--- config.mk ---
export PLATFORM = sky130hd
export DESIGN_NAME = obi_arb2_primary
export DESIGN_NICKNAME = d
export VERILOG_FILES = /design/src/rtl/obi_pkg.sv /design/src/rtl/obi_resp_timer.sv /design/src/rtl/obi_arb2_primary.sv
export SDC_FILE = /design/constraint.sdc
export NUM_CORES = 1
export LEC_CHECK = 0
export CORE_AREA = 5 5 119 121
export CTS_CLUSTER_SIZE = 12
export DETAILED_ROUTE_END_ITERATION = 16
export DIE_AREA = 0 0 124 126
export DONT_BUFFER_PORTS = 1
export PLACE_DENSITY = 0.58
export RECOVER_POWER = 100
export SLEW_MARGIN = 20
export SYNTH_ARGS = -nofsm -noshare
export SYNTH_HDL_FRONTEND = slang
export SYNTH_SLANG_ARGS = --single-unit
--- constraint.sdc ---
create_clock -name clk_i -period 2.5 [get_ports clk_i]
set_input_delay 0.375 -clock clk_i [delete_from_list [all_inputs] [get_ports clk_i]]
set_output_delay 0.375 -clock clk_i [all_outputs]
set_load 0.05 [all_outputs]
--- src/rtl/obi_pkg.sv ---
// Shared types and constants for the two-primary OBI arbiter.
package obi_pkg;

  typedef enum logic [1:0] {
    ARB_IDLE = 2'd0,
    ARB_REQ  = 2'd1,
    ARB_RESP = 2'd2
  } arb_state_e;

  localparam logic [31:0] OBI_ERR_RDATA = 32'hDEAD_BEEF;

endpackage

--- src/rtl/obi_resp_timer.sv ---
// Response-wait counter: saturating, cleared at the subordinate handshake,
// flags the last allowed cycle before a synthetic response is due.
module obi_resp_timer #(
  parameter int unsigned TIMEOUT_CYC = 1024
) (
  input  logic clk_i,
  input  logic rst_i,
  input  logic clr,
  input  logic en,
  output logic expired
);

  localparam int unsigned CW = (TIMEOUT_CYC == 0) ? 1 : $clog2(TIMEOUT_CYC + 1);
  localparam logic [CW-1:0] CNT_MAX = '1;
  localparam logic [CW-1:0] CNT_LAST = CW'(TIMEOUT_CYC - 1);

  logic [CW-1:0] cnt_q;

  always_ff @(posedge clk_i or posedge rst_i) begin
    if (rst_i) begin
      cnt_q <= '0;
    end else if (clr) begin
      cnt_q <= '0;
    end else if (en && (cnt_q != CNT_MAX)) begin
      cnt_q <= cnt_q + CW'(1);
    end
  end

  // A zero limit disables the timeout entirely
  assign expired = (TIMEOUT_CYC != 0) && (cnt_q == CNT_LAST);

endmodule

--- src/rtl/obi_arb2_primary.sv ---
// Round-robin arbiter between two OBI primaries onto a single-outstanding
// subordinate, with a response timeout that returns a synthetic error word.
module obi_arb2_primary
  import obi_pkg::*;
#(
  parameter int unsigned AW          = 32,
  parameter int unsigned DW          = 32,
  parameter int unsigned TIMEOUT_CYC = 1024
) (
  input  logic              clk_i,
  input  logic              rst_i,
  input  logic              p0_req_i,
  output logic              p0_gnt_o,
  input  logic [AW-1:0]     p0_addr_i,
  input  logic              p0_we_i,
  input  logic [DW/8-1:0]   p0_be_i,
  input  logic [DW-1:0]     p0_wdata_i,
  output logic              p0_rvalid_o,
  output logic [DW-1:0]     p0_rdata_o,
  input  logic              p1_req_i,
  output logic              p1_gnt_o,
  input  logic [AW-1:0]     p1_addr_i,
  input  logic              p1_we_i,
  input  logic [DW/8-1:0]   p1_be_i,
  input  logic [DW-1:0]     p1_wdata_i,
  output logic              p1_rvalid_o,
  output logic [DW-1:0]     p1_rdata_o,
  output logic              s_req_o,
  input  logic              s_gnt_i,
  output logic [AW-1:0]     s_addr_o,
  output logic              s_we_o,
  output logic [DW/8-1:0]   s_be_o,
  output logic [DW-1:0]     s_wdata_o,
  input  logic              s_rvalid_i,
  input  logic [DW-1:0]     s_rdata_i,
  output logic              timeout_o
);

  localparam int unsigned BW = DW / 8;

  arb_state_e    state_q, state_d;
  logic          sel_q, prio_q, sel_c;
  logic [AW-1:0] addr_q;
  logic          we_q;
  logic [BW-1:0] be_q;
  logic [DW-1:0] wdata_q;
  logic          any_req_c, hs_c, fwd_c, synth_c, expired_c, rsp_valid_c;
  logic [DW-1:0] rsp_data_c;

  assign any_req_c = p0_req_i | p1_req_i;
  assign sel_c     = (p0_req_i && p1_req_i) ? prio_q : p1_req_i;

  // Next-state and per-cycle event decode
  always_comb begin
    state_d = state_q;
    hs_c    = 1'b0;
    fwd_c   = 1'b0;
    synth_c = 1'b0;
    case (state_q)
      ARB_IDLE: begin
        if (any_req_c) state_d = ARB_REQ;
      end
      ARB_REQ: begin
        if (s_gnt_i) begin
          hs_c    = 1'b1;
          state_d = ARB_RESP;
        end
      end
      ARB_RESP: begin
        if (s_rvalid_i) begin
          fwd_c   = 1'b1;
          state_d = ARB_IDLE;
        end else if (expired_c) begin
          synth_c = 1'b1;
          state_d = ARB_IDLE;
        end
      end
      default: state_d = ARB_IDLE;
    endcase
  end

  always_ff @(posedge clk_i or posedge rst_i) begin
    if (rst_i) state_q <= ARB_IDLE;
    else       state_q <= state_d;
  end

  // Winner selection and request capture; fields stay frozen until the next arbitration
  always_ff @(posedge clk_i or posedge rst_i) begin
    if (rst_i) begin
      sel_q   <= 1'b0;
      prio_q  <= 1'b0;
      addr_q  <= '0;
      we_q    <= 1'b0;
      be_q    <= '0;
      wdata_q <= '0;
    end else begin
      if ((state_q == ARB_IDLE) && any_req_c) begin
        sel_q   <= sel_c;
        addr_q  <= sel_c ? p1_addr_i  : p0_addr_i;
        we_q    <= sel_c ? p1_we_i    : p0_we_i;
        be_q    <= sel_c ? p1_be_i    : p0_be_i;
        wdata_q <= sel_c ? p1_wdata_i : p0_wdata_i;
      end
      if (fwd_c || synth_c) prio_q <= ~sel_q;
    end
  end

  obi_resp_timer #(
    .TIMEOUT_CYC(TIMEOUT_CYC)
  ) u_timer (
    .clk_i  (clk_i),
    .rst_i  (rst_i),
    .clr    (hs_c),
    .en     ((state_q == ARB_RESP) && !s_rvalid_i),
    .expired(expired_c)
  );

  assign s_req_o   = (state_q == ARB_REQ);
  assign s_addr_o  = addr_q;
  assign s_we_o    = we_q;
  assign s_be_o    = be_q;
  assign s_wdata_o = wdata_q;

  assign p0_gnt_o  = hs_c & ~sel_q;
  assign p1_gnt_o  = hs_c & sel_q;

  // A real response on the expiry cycle takes precedence over the error word
  assign rsp_valid_c = fwd_c | synth_c;
  assign rsp_data_c  = fwd_c ? s_rdata_i : DW'(OBI_ERR_RDATA);

  assign p0_rvalid_o = rsp_valid_c & ~sel_q;
  assign p1_rvalid_o = rsp_valid_c & sel_q;
  assign p0_rdata_o  = p0_rvalid_o ? rsp_data_c : '0;
  assign p1_rdata_o  = p1_rvalid_o ? rsp_data_c : '0;
  assign timeout_o   = synth_c;

endmodule

== After elaboration in Yosys (flattened, before gate mapping) ==
Index checks and enable logic that the tools add are counted.
Widths: inputs -> output; s select.

* Logic and storage cells: 54
* Memories: 0
* Flip-flop bits (word level): 84
* Latch bits: 0
* ROM bits: 0
* Memory bits (writable): 0
* Output and inout port bits: 139

* Div/mod/pow operators: 0
* Reductions and logical operators: 9
* Multiplexer cells: 22
* $add $sub $neg: 1
* $mul: 0
* Bitwise gates (word level): 7
* Shift-type cells: 0
* Magnitude comparators: 0
* Equality and inequality tests: 7

{| class="wikitable"
|+ Operators by type and width
! kind !! number
|-
| $mux 32 || 5
|-
| $mux 11 || 2
|-
| $add 11x1->11 const B || 1
|-
| $eq 11x10->1 const B || 1
|-
| $ne 11x11->1 const B || 1
|-
| $mux 1 || 9
|-
| $mux 2 || 4
|-
| $pmux 2 s3 || 1
|-
| $and 1x1->1 || 4
|-
| $logic_and 1x1->1 || 4
|-
| $mux 4 || 1
|-
| $ne 3x3->1 const B || 1
|-
| $reduce_and 3->1 || 1
|-
| $eq 2x1->1 const B || 1
|-
| $eq 2x2->1 const B || 1
|-
| $logic_not 2->1 || 1
|-
| $ne 2x1->1 const B || 1
|-
| $ne 2x2->1 const B || 1
|-
| $or 1x1->1 || 2
|-
| $reduce_bool 2->1 || 1
|-
| $logic_not 1->1 || 1
|-
| $logic_or 1x1->1 || 1
|-
| $not 1->1 || 1
|}

== Logic depth before layout (Yosys ltp) ==
Gate-level depths: netlist (run 1).

* Depth in word-level cells: 7
* Depth in mapped cells: 7
* Gate-level depth less buffers: 5

== Cells and area by module ==
Synthesis (run 1) repeated with hierarchy kept, for this count alone.

* Cell total of the unflattened synthesis: 570
* Area total of the unflattened synthesis: 4,855.9 sq um

{| class="wikitable"
|+ By module, submodules not included
! module !! sequential area each (sq um) !! cells each !! instances !! area each (sq um)
|-
| obi_arb2_primary || 1,826.8 || 507 || 1 || 4,270.3
|-
| obi_resp_timer || 275.3 || 63 || 1 || 585.6
|}

== Worst setup path after synthesis (run 1) ==
OpenSTA, ideal clock, no wires.

* Kind: register to output
* From: reg state_q[0]
* To: out p1_rvalid_o
* Data required time: 2,125 ps
* Cell stages (with the launch flop): 5
* Arrival: 2,027 ps
* Path slack: 98 ps
* Path through: dfrtp_1 > or3b_1 > nor4_4 > a31oi_1 > nor2b_1

* Cells in the longest elaborated chain, start to end: 4
* Elaborated cells on any way between the ends: 5

{| class="wikitable"
|+ Ends and longest elaborated chain
! what !! line !! source
|-
| from (decl) || obi_arb2_primary.sv:41 || <nowiki>arb_state_e state_q, state_d;</nowiki>
|-
| from (signal assigned) || obi_arb2_primary.sv:84 || <nowiki>else state_q <= state_d;</nowiki>
|-
| $eq 2x2->1 * || obi_arb2_primary.sv:59 || <nowiki>case (state_q)</nowiki>
|-
| $mux 1 || obi_arb2_primary.sv:59 ||
|-
| $or 1x1->1 * || obi_arb2_primary.sv:128 || <nowiki>assign rsp_valid_c = fwd_c | synth_c;</nowiki>
|-
| $and 1x1->1 * || obi_arb2_primary.sv:132 || <nowiki>assign p1_rvalid_o = rsp_valid_c & sel_q;</nowiki>
|-
| to (decl) || obi_arb2_primary.sv:26 || <nowiki>output logic p1_rvalid_o,</nowiki>
|}

Every way passes the cells marked *; elsewhere a longest branch is shown, timed or not.

== Worst setup path after layout (run 1) ==
* From: reg state_q[0]
* To: out p1_rdata_o[21]

* Cells in the longest elaborated chain, start to end: 5
* Elaborated cells on any way between the ends: 7

{| class="wikitable"
|+ Ends and longest elaborated chain
! what !! line !! source
|-
| $eq 2x2->1 * || obi_arb2_primary.sv:59 ||
|-
| $mux 1 || obi_arb2_primary.sv:59 ||
|-
| $or 1x1->1 || obi_arb2_primary.sv:128 ||
|-
| $and 1x1->1 || obi_arb2_primary.sv:132 ||
|-
| $mux 32 * || obi_arb2_primary.sv:134 || <nowiki>assign p1_rdata_o = p1_rvalid_o ? rsp_data_c : '0;</nowiki>
|-
| to (decl) || obi_arb2_primary.sv:27 || <nowiki>output logic [DW-1:0] p1_rdata_o,</nowiki>
|}

Marks and branches as above.

==> results of run 1 <==
[power by group]
group	internal, mW	switching [mW]
sequential	1.92	2.42
clock	0.798	0.518
combinational	0.749	1.27
total	3.47	4.21
[layer usage]
| layer | wire (um) | track usage (%) |
|---|---|---|
| met1 | 5050 | 17.5 |
| met2 | 7750 | 29.7 |
| met3 | 1360 | 3.86 |
| met4 | 294 | 4.12 |
| met5 | 0 | 0 |
[critical path: stages (launching register included)]
cell	delay, ns
dfrtp_1	0.38
or3b_4	0.41
nor4_4	0.33
buf_4	0.20
nand2_8	0.07
buf_12	0.15
nand2_1	0.09
buf_6	0.17
[worst max-delay path by stage]
stage | slack, ns | to
6_report | 0.001 | p1_rdata_o[21]
5_1_grt | -0.08 | p1_rdata_o[21]
4_1_cts | 0.02 | p1_rdata_o[30]
3_5_place_dp | 0.25 | p1_rdata_o[30]
3_3_place_gp | 0.31 | p1_rdata_o[31]
2_1_floorplan | 0.1 | p1_rvalid_o
[through the flow]
stage	hold WS (ns)	total power [mW]	area [um2]	cells
after detailed placement	0.145	6.29	5100	715
after CTS	0.142	7.62	5410	731
after global routing	0.144	8.11	5990	739
after floorplan	0.460	5.65	4500	513
final	0.152	7.68	5990	739
after global placement	0.141	6.20	5100	715
[flip-flops by register name, indices dropped and copies added (netlist names)]
register and cells:
s_addr_o 32, u_timer.cnt_q 11, s_wdata_o 32, s_we_o 1, sel_q 1, state_q 2, prio_q 1, s_be_o 4
[what timing repair did]
action	in CTS	in global routing
buffers inserted	0	3
endpoints found under the setup margin	50	49
gates resized for setup	0	140
hold buffers	1	0
endpoints found under the hold margin	2	0
pin swaps	1	2
cloned	0	4
[kinds of logic after synthesis]
group                      share of synthesized area, %
AOI/OAI and AO/OA                                  10.2
xor gates and xnor gates                          0.195
adders and majority gates                         0.278
buffers and inverters                              4.39
DFF                                                46.7
muxes                                              16.2
and+or+nand+nor                                    22.0
[final cells by class]
class / instances / share of cell area [%]
Multi-Input combinational cell: 387 / 39.7
Clock inverter: 5 / 1.02
Tap cell: 176 / 3.68
Clock buffer: 10 / 3.99
Inverter: 5 / 0.334
Timing Repair Buffer: 72 / 16.2
Sequential cell: 84 / 35.1
[cells in the mapped netlist (2+ instances only)]
cell,instances,share of area [%]
nand2_1,177,15
dfrtp_1,84,47
mux2i_1,73,16
o21ai_0,73,8.1
clkbuf_1,22,1.8
and2_1,18,2.5
buf_2,8,0.89
nor2_1,6,0.50
inv_1,5,0.42
buf_6,4,1.0
nand4_1,4,0.56
nor3_1,4,0.44
buf_1,3,0.25
o31ai_1,3,0.50
a21oi_1,2,0.22
and3_1,2,0.28
and4_1,2,0.39
==> results.sh, run 1 <==
export IMPL_synth_async_reset_ratio_pct=100
export IMPL_die_h_um=126
export IMPL_cp_arrival_ns=2.12
export IMPL_final_util_pct=46.2
export IMPL_syn_inst=513
export IMPL_multi_input_area_um2=2380
export IMPL_cts_inserted_buffers=9
export IMPL_leakage_nw=3.00
export IMPL_fin_nets=736
export IMPL_pin_count=315
export IMPL_synth_cell_types=40
export IMPL_yosys_most_used_dff="dfrtp_1"
export IMPL_cp_required_ns=2.12
export IMPL_critPathMaxFanout=12
export IMPL_synth_edff_count=0
export IMPL_grt_max_degree=96
export IMPL_rsz0062_at_grt="true"
export IMPL_dp_hpwl_um=10700
export IMPL_rr_startpoint="state_q[0]"
export IMPL_io_buffers=0
export IMPL_ir_worst_vdd_uv=827
export IMPL_synth_seq_area_share_pct=46.7
export IMPL_min_delay_start="s_gnt_i"
export IMPL_worst_setup_path_end_kind="output port"
export IMPL_final_period_utilization_pct=100
export IMPL_diodes=0
export IMPL_syn_area_per_cell_um2=8.77
export IMPL_maxCapViolCount=1
export IMPL_remaining_drc_errors=0
export IMPL_final_hold_viol_count=0
export IMPL_timing_max_transition_violations_final=6
export IMPL_tightest_slew_ns=1.51
export IMPL_final_setup_viol_count=0
export IMPL_antenna_left=0
export IMPL_clock_sinks=84
export IMPL_syn_nets=690
export IMPL_final_common_cell="nand2_1"
export IMPL_dieArea_um2=15600
export IMPL_fin_tns_setup_ns=0
export IMPL_cts_tree="built"
export IMPL_final_cell_mix="141 x nand2_1, 83 x dfrtp_1, 73 x o21ai_0, 73 x mux2i_1, 35 x buf_8"
export IMPL_grt_pass1_vias=3635
export IMPL_r2r_slack_ns=0.54
export IMPL_wl_per_cell_um=19.6
export IMPL_path_class="register to output port"
export IMPL_violations="capacitance limit, slew limit"
export IMPL_startpoint="state_q[0]"
export IMPL_core_area_um2=13000
export IMPL_slew_headroom_pct=-2.04
export IMPL_insertion_delay_ns=0.32
export IMPL_via_per_inst=5.21
export IMPL_whs_endpoint="state_q[0]"
export IMPL_path_clk_slew_ns=0.06
export IMPL_seq_area_um2=2100
export IMPL_reg2reg_depth=5
export IMPL_grt_overflow=0
export IMPL_yosysWarnings=0
export IMPL_drt_total_wl_um=14400
export IMPL_ys_ff_latch=84
export IMPL_fill_cells=1227
export IMPL_pwr_density_cell_nw_per_um2=1280
export IMPL_vias=3850
export IMPL_timing_rr_end="u_timer.cnt_q[9]"
export IMPL_layout_setup_ws_ns=0.000979
export IMPL_status="finished with violations"
export IMPL_cts_root_buf="clkbuf_16"
export IMPL_period_minus_slack_ns=2.50
export IMPL_hold_depth=1
export IMPL_drive_gt1_share_pct=23.8
export IMPL_antenna_found_initial=0
export IMPL_startpoint_type="register"
export IMPL_timing_fmax_mhz=400
export IMPL_syn_area_um2=4500
export IMPL_drt_iter0_drc=148
export IMPL_clock_path_buffers=2
export IMPL_syn2layout_area_growth_pct=33.1
export IMPL_htreeDepth=3
export IMPL_die_w_um=124
export IMPL_row_count=42
export IMPL_start_util_pct=34.7
export IMPL_preCtsSetupSlack_ns=0.254
export IMPL_hp_class="primary input to register"
export IMPL_grt_usage_pct=15.8
export IMPL_grt_pass1_wl_um=19400
export IMPL_skew_ns=0.00473
export IMPL_finalWeightedCongestion=0.795
export IMPL_drt_first_pass_iters=5
No activity file was read; power rests on OpenSTA's default activity.
==> inputs of run 2 (changes only) <==
--- a/config.mk
+++ b/config.mk
@@ -12,6 +12,7 @@
 export DONT_BUFFER_PORTS = 1
 export PLACE_DENSITY = 0.58
 export RECOVER_POWER = 100
+export SETUP_SLACK_MARGIN = 0.3
 export SLEW_MARGIN = 20
 export SYNTH_ARGS = -nofsm -noshare
 export SYNTH_HDL_FRONTEND = slang
==> results.sh, run 2 (synthesis results as in run 1) <==
export IMPL_final_util_pct=43.0
export IMPL_core_area_um2=13000
export IMPL_timing_max_transition_violations_final=0
export IMPL_slew_headroom_pct=38.8
export IMPL_io_buffers=0
export IMPL_net_switching_power_mw=4.23
export IMPL_p_clk_share_pct=17.8
export IMPL_top_layer_used="met4"
export IMPL_wl_met2_um=7590
export IMPL_layout_setup_ws_ns=0.140
export IMPL_final_period_utilization_pct=94.4
export IMPL_tightest_slew_ns=0.918
export IMPL_crit_family="simple AND/OR/NAND/NOR gates"
export IMPL_status="finished clean"
export IMPL_worst_setup_path_end_kind="output port"
export IMPL_leakage_nw=2.92
export IMPL_rr_startpoint="state_q[0]"
export IMPL_skew_ns=0.00777
export IMPL_wl_met1_um=4980
export IMPL_htreeDepth=3
export IMPL_whs_endpoint="state_q[0]"
export IMPL_ir_worst_vdd_uv=648
export IMPL_pwr_share_seq_pct=57.2
export IMPL_maxCapViolCount=0
export IMPL_drt_iter0_drc=128
export IMPL_hold_depth=1
export IMPL_final_cell_mix="170 x nand2_1, 83 x dfrtp_1, 73 x o21ai_0, 73 x mux2i_1, 32 x buf_4"
export IMPL_antenna_left=0
export IMPL_p_sw_share_pct=55.5
export IMPL_period_minus_slack_ns=2.36
export IMPL_rsz0062_at_grt="true"
export IMPL_worst_path_max_delay_cell="or3b_4"
export IMPL_die_h_um=126
export IMPL_drt_first_pass_iters=4
export IMPL_vias=3714
export IMPL_timing_fmax_mhz=424
export IMPL_drive_gt1_share_pct=19.5
export IMPL_grt_overflow=0
export IMPL_final_hold_viol_count=0
export IMPL_row_count=42
export IMPL_grt_usage_pct=16.6
export IMPL_antenna_found_initial=0
export IMPL_remaining_drc_errors=0
export IMPL_grt_pass1_wl_um=20100
export IMPL_pin_count=315
export IMPL_fill_cells=1289
export IMPL_p_int_mw=3.39
export IMPL_r2r_slack_ns=0.49
export IMPL_grt_pass1_vias=3766
export IMPL_critPathMaxFanout=24
export IMPL_min_delay_start="s_gnt_i"
export IMPL_combPwrFrac_pct=25.0
export IMPL_dp_hpwl_um=10700
export IMPL_cts_tree="built"
export IMPL_cts_root_buf="clkbuf_16"
export IMPL_path_class="register to output port"
export IMPL_clock_sinks=84
export IMPL_fin_nets=737
export IMPL_drt_total_wl_um=14100
export IMPL_diodes=0
export IMPL_cp_required_ns=2.12
export IMPL_hp_class="primary input to register"
export IMPL_cp_arrival_ns=1.98
export IMPL_cp_cell_sequence="or3b_4 -> nor4_4 -> nand2_1 -> buf_4 -> nand2_1 -> buf_4"
export IMPL_start_util_pct=34.7
export IMPL_final_setup_viol_count=0
export IMPL_timing_rr_end="s_wdata_o[9]"
export IMPL_via_per_inst=5.01
export IMPL_fin_tns_setup_ns=0
export IMPL_pwr_density_cell_nw_per_um2=1360
export IMPL_path_clk_slew_ns=0.06
export IMPL_syn2layout_area_growth_pct=24.0
export IMPL_preCtsSetupSlack_ns=0.268
export IMPL_dieArea_um2=15600
export IMPL_clock_path_buffers=2
export IMPL_insertion_delay_ns=0.33
export IMPL_cts_inserted_buffers=9
export IMPL_grt_max_degree=96
export IMPL_startpoint_type="register"
export IMPL_finalWeightedCongestion=0.784
export IMPL_die_w_um=124
export IMPL_cp_buffers_inverters=2
export IMPL_cpPeakStageDelay_ns=0.43
export IMPL_wl_met3_um=1420
export IMPL_final_common_cell="nand2_1"
export IMPL_wl_per_cell_um=19.1
export IMPL_reg2reg_depth=5
run 2: changes by cell type in the layout (fill, tap and decap cells not counted), moves of 3 or more:
cell	change
buf_8	-33
nand2_1	+29
nand2_2	-23
buf_4	+22
buf_6	+6
and2_1	-5
nand2_4	-5
and2_2	+3
clkbuf_1	+3
clkbuf_2	+3
clkbuf_4	+3
run 2: power by group through the flow:
stage | clock [mW] | sequential, mW | combinational, mW
2_1_floorplan | 0 | 4.18 | 1.48
3_3_place_gp | 0 | 4.41 | 1.78
3_5_place_dp | 0 | 4.42 | 1.86
4_1_cts | 1.40 | 4.39 | 1.96
5_1_grt | 1.45 | 4.43 | 2.16
6_report | 1.35 | 4.36 | 1.90
run 2: final cells by class:
type                            count  area, um2  area share (%)
Timing Repair Buffer               72        643            11.5
Clock buffer                       10        239            4.28
Sequential cell                    84       2100            37.7
Inverter                            5       20.0           0.359
Tap cell                          176        220            3.94
Clock inverter                      6       71.3            1.28
Multi-Input combinational cell    388       2290            40.9
run 2: per-layer routing:
layer / vias up / GRT usage (%)
met2: 213 / 31.1
met3: 16 / 4.71
met4: 0 / 5.09
met1: 1671 / 17.6
li1: 1814 / -
met5: - / 0
run 2: through the flow:
| step | hold WS (ns) | area (um2) | std cells | power [mW] |
|---|---|---|---|---|
| 6_report | 0.156 | 5580 | 741 | 7.62 |
| 5_1_grt | 0.135 | 5580 | 741 | 8.04 |
| 3_5_place_dp | 0.482 | 5130 | 716 | 6.28 |
| 3_3_place_gp | 0.478 | 5130 | 716 | 6.19 |
| 4_1_cts | 0.118 | 5720 | 737 | 7.74 |
| 2_1_floorplan | 0.460 | 4530 | 513 | 5.66 |
run 2: worst max-delay path by stage:
stage | start | to | slack, ns | cells after the start
2_1_floorplan | state_q[0] | p1_rdata_o[10] | 0.23 | 5
3_3_place_gp | state_q[1] | p0_rdata_o[30] | 0.31 | 6
3_5_place_dp | state_q[1] | p0_rdata_o[13] | 0.27 | 6
4_1_cts | state_q[0] | p0_rdata_o[13] | 0.17 | 6
5_1_grt | u_timer.cnt_q[10] | p0_rdata_o[26] | 0.02 | 6
6_report | state_q[0] | p1_rdata_o[7] | 0.14 | 6
run 2: what timing repair did:
item,4_1_cts,5_1_grt
setup endpoints to repair,67,69
pin swaps,1,1
hold buffers,0,1
setup buffers,5,1
hold endpoints to repair,0,13
gates resized for setup,80,11
gates cloned,0,1
==> inputs of run 3 (changes only) <==
--- a/config.mk
+++ b/config.mk
@@ -6,10 +6,10 @@
 export NUM_CORES = 1
 export LEC_CHECK = 0
 export CORE_AREA = 5 5 119 121
-export CTS_CLUSTER_SIZE = 12
 export DETAILED_ROUTE_END_ITERATION = 16
 export DIE_AREA = 0 0 124 126
 export DONT_BUFFER_PORTS = 1
+export MAX_ROUTING_LAYER = met4
 export PLACE_DENSITY = 0.58
 export RECOVER_POWER = 100
 export SETUP_SLACK_MARGIN = 0.3
==> results.sh, run 3 (synthesis results as in run 1) <==
export IMPL_pwr_density_cell_nw_per_um2=1360
export IMPL_cts_tree="built"
export IMPL_top_layer_used="met4"
export IMPL_reg2reg_depth=5
export IMPL_wl_per_cell_um=19.1
export IMPL_combPwrFrac_pct=25.1
export IMPL_path_class="register to output port"
export IMPL_r2r_slack_ns=0.51
export IMPL_skew_ns=0.00788
export IMPL_drt_total_wl_um=14200
export IMPL_final_common_cell="nand2_1"
export IMPL_core_area_um2=13000
export IMPL_vias=3744
export IMPL_cp_arrival_ns=1.99
export IMPL_grt_overflow=0
export IMPL_post_route_cell_area_um2=5620
export IMPL_cts_root_buf="clkbuf_16"
export IMPL_startpoint_type="register"
export IMPL_grt_max_degree=96
export IMPL_timing_fmax_mhz=423
export IMPL_maxCapViolCount=0
export IMPL_clock_sinks=84
export IMPL_p_sw_share_pct=55.5
export IMPL_clock_path_buffers=2
export IMPL_slew_headroom_pct=21.6
export IMPL_drt_first_pass_iters=4
export IMPL_final_period_utilization_pct=94.6
export IMPL_die_w_um=124
export IMPL_timing_rr_end="u_timer.cnt_q[9]"
export IMPL_start_util_pct=34.7
export IMPL_remaining_drc_errors=0
export IMPL_fin_tns_setup_ns=0
export IMPL_final_cell_mix="170 x nand2_1, 83 x dfrtp_1, 73 x o21ai_0, 73 x mux2i_1, 33 x buf_4"
export IMPL_worst_setup_path_end_kind="output port"
export IMPL_final_setup_viol_count=0
export IMPL_finalPower_mw=7.62
export IMPL_dp_hpwl_um=10700
export IMPL_syn2layout_area_growth_pct=24.8
export IMPL_finalWeightedCongestion=0.795
export IMPL_cts_inserted_buffers=9
export IMPL_postPlaceCellArea_um2=5130
export IMPL_drive_gt1_share_pct=19.5
export IMPL_die_h_um=126
export IMPL_path_clk_slew_ns=0.06
export IMPL_dieArea_um2=15600
export IMPL_cp_required_ns=2.12
export IMPL_ir_worst_vdd_uv=643
export IMPL_insertion_delay_ns=0.34
export IMPL_hp_class="primary input to register"
export IMPL_critPathMaxFanout=24
export IMPL_via_per_inst=5.05
export IMPL_p_int_mw=3.39
export IMPL_grt_pass1_wl_um=20100
export IMPL_hold_depth=1
export IMPL_min_delay_start="s_gnt_i"
export IMPL_grt_pass1_vias=3752
export IMPL_period_minus_slack_ns=2.36
export IMPL_placed_cells=716
export IMPL_wl_met2_um=7640
export IMPL_tightest_slew_ns=1.17
export IMPL_wl_met3_um=1360
export IMPL_antenna_found_initial=0
export IMPL_p_clk_share_pct=17.8
export IMPL_rsz0062_at_grt="true"
export IMPL_grt_usage_pct=17.1
export IMPL_leakage_nw=2.93
export IMPL_pin_count=315
export IMPL_rr_startpoint="state_q[0]"
export IMPL_final_hold_viol_count=0
export IMPL_antenna_left=0
export IMPL_wl_met1_um=4990
export IMPL_whs_endpoint="state_q[0]"
export IMPL_io_buffers=0
export IMPL_timing_max_transition_violations_final=0
export IMPL_drt_iter0_drc=132
export IMPL_net_switching_power_mw=4.23
export IMPL_htreeDepth=3
export IMPL_startpoint="u_timer.cnt_q[10]"
export IMPL_fin_nets=737
export IMPL_status="finished clean"
export IMPL_pwr_share_seq_pct=57.2
export IMPL_row_count=42
export IMPL_diodes=0
export IMPL_stdcell_count=741
run 3: metrics by stage:
stage | hold WS (ns) | util (%) | setup slack, ns
after floorplan | 0.460 | - | 0.235
after detailed placement | 0.482 | 39.5 | 0.268
final | 0.156 | 43.3 | 0.135
after CTS | 0.118 | 44.1 | 0.165
after global placement | 0.478 | 39.5 | 0.314
after global routing | 0.135 | 43.3 | 0.0182
run 3: what timing repair did:
item	4_1_cts	5_1_grt
hold buffers	0	1
endpoints found under the hold margin	0	15
gates cloned	0	1
pin swaps	1	1
setup endpoints to repair	67	69
buffers inserted	5	1
resized for setup	80	11
run 3: final cells by class:
class                           count  area (um2)
Fill cell                        1286        7360
Multi-Input combinational cell    388        2290
Sequential cell                    84        2100
Timing Repair Buffer               72         677
Clock buffer                       10         239
Tap cell                          176         220
Clock inverter                      6        71.3
Inverter                            5        20.0
run 3: worst max-delay path, cell delays in order, from the launching register on:
cell,delay (ns)
dfrtp_1,0.40
nand4b_1,0.26
nor4_4,0.40
nand2_1,0.09
buf_4,0.22
nand2_1,0.09
buf_4,0.20
run 3: power groups by stage:
stage	clock (mW)	sequential, mW	combinational (mW)
floorplan	0	4.18	1.48
finish	1.35	4.36	1.91
CTS	1.40	4.39	1.96
detailed placement	0	4.42	1.86
global placement	0	4.41	1.78
global route	1.45	4.43	2.16
run 3: worst max path at each step:
| stage | to | slack [ns] |
|---|---|---|
| after CTS | p0_rdata_o[13] | 0.17 |
| after floorplan | p1_rdata_o[10] | 0.23 |
| after global routing | p1_rdata_o[27] | 0.02 |
| after detailed placement | p0_rdata_o[13] | 0.27 |
| final | p1_rdata_o[27] | 0.14 |
| after global placement | p0_rdata_o[30] | 0.31 |
run 3: routing by layer:
| metal | vias to the layer above | global-route usage [%] |
|---|---|---|
| met5 | - | - |
| met4 | 0 | 5.09 |
| met3 | 20 | 4.35 |
| met2 | 227 | 31.2 |
| met1 | 1681 | 17.9 |
| li1 | 1816 | - |
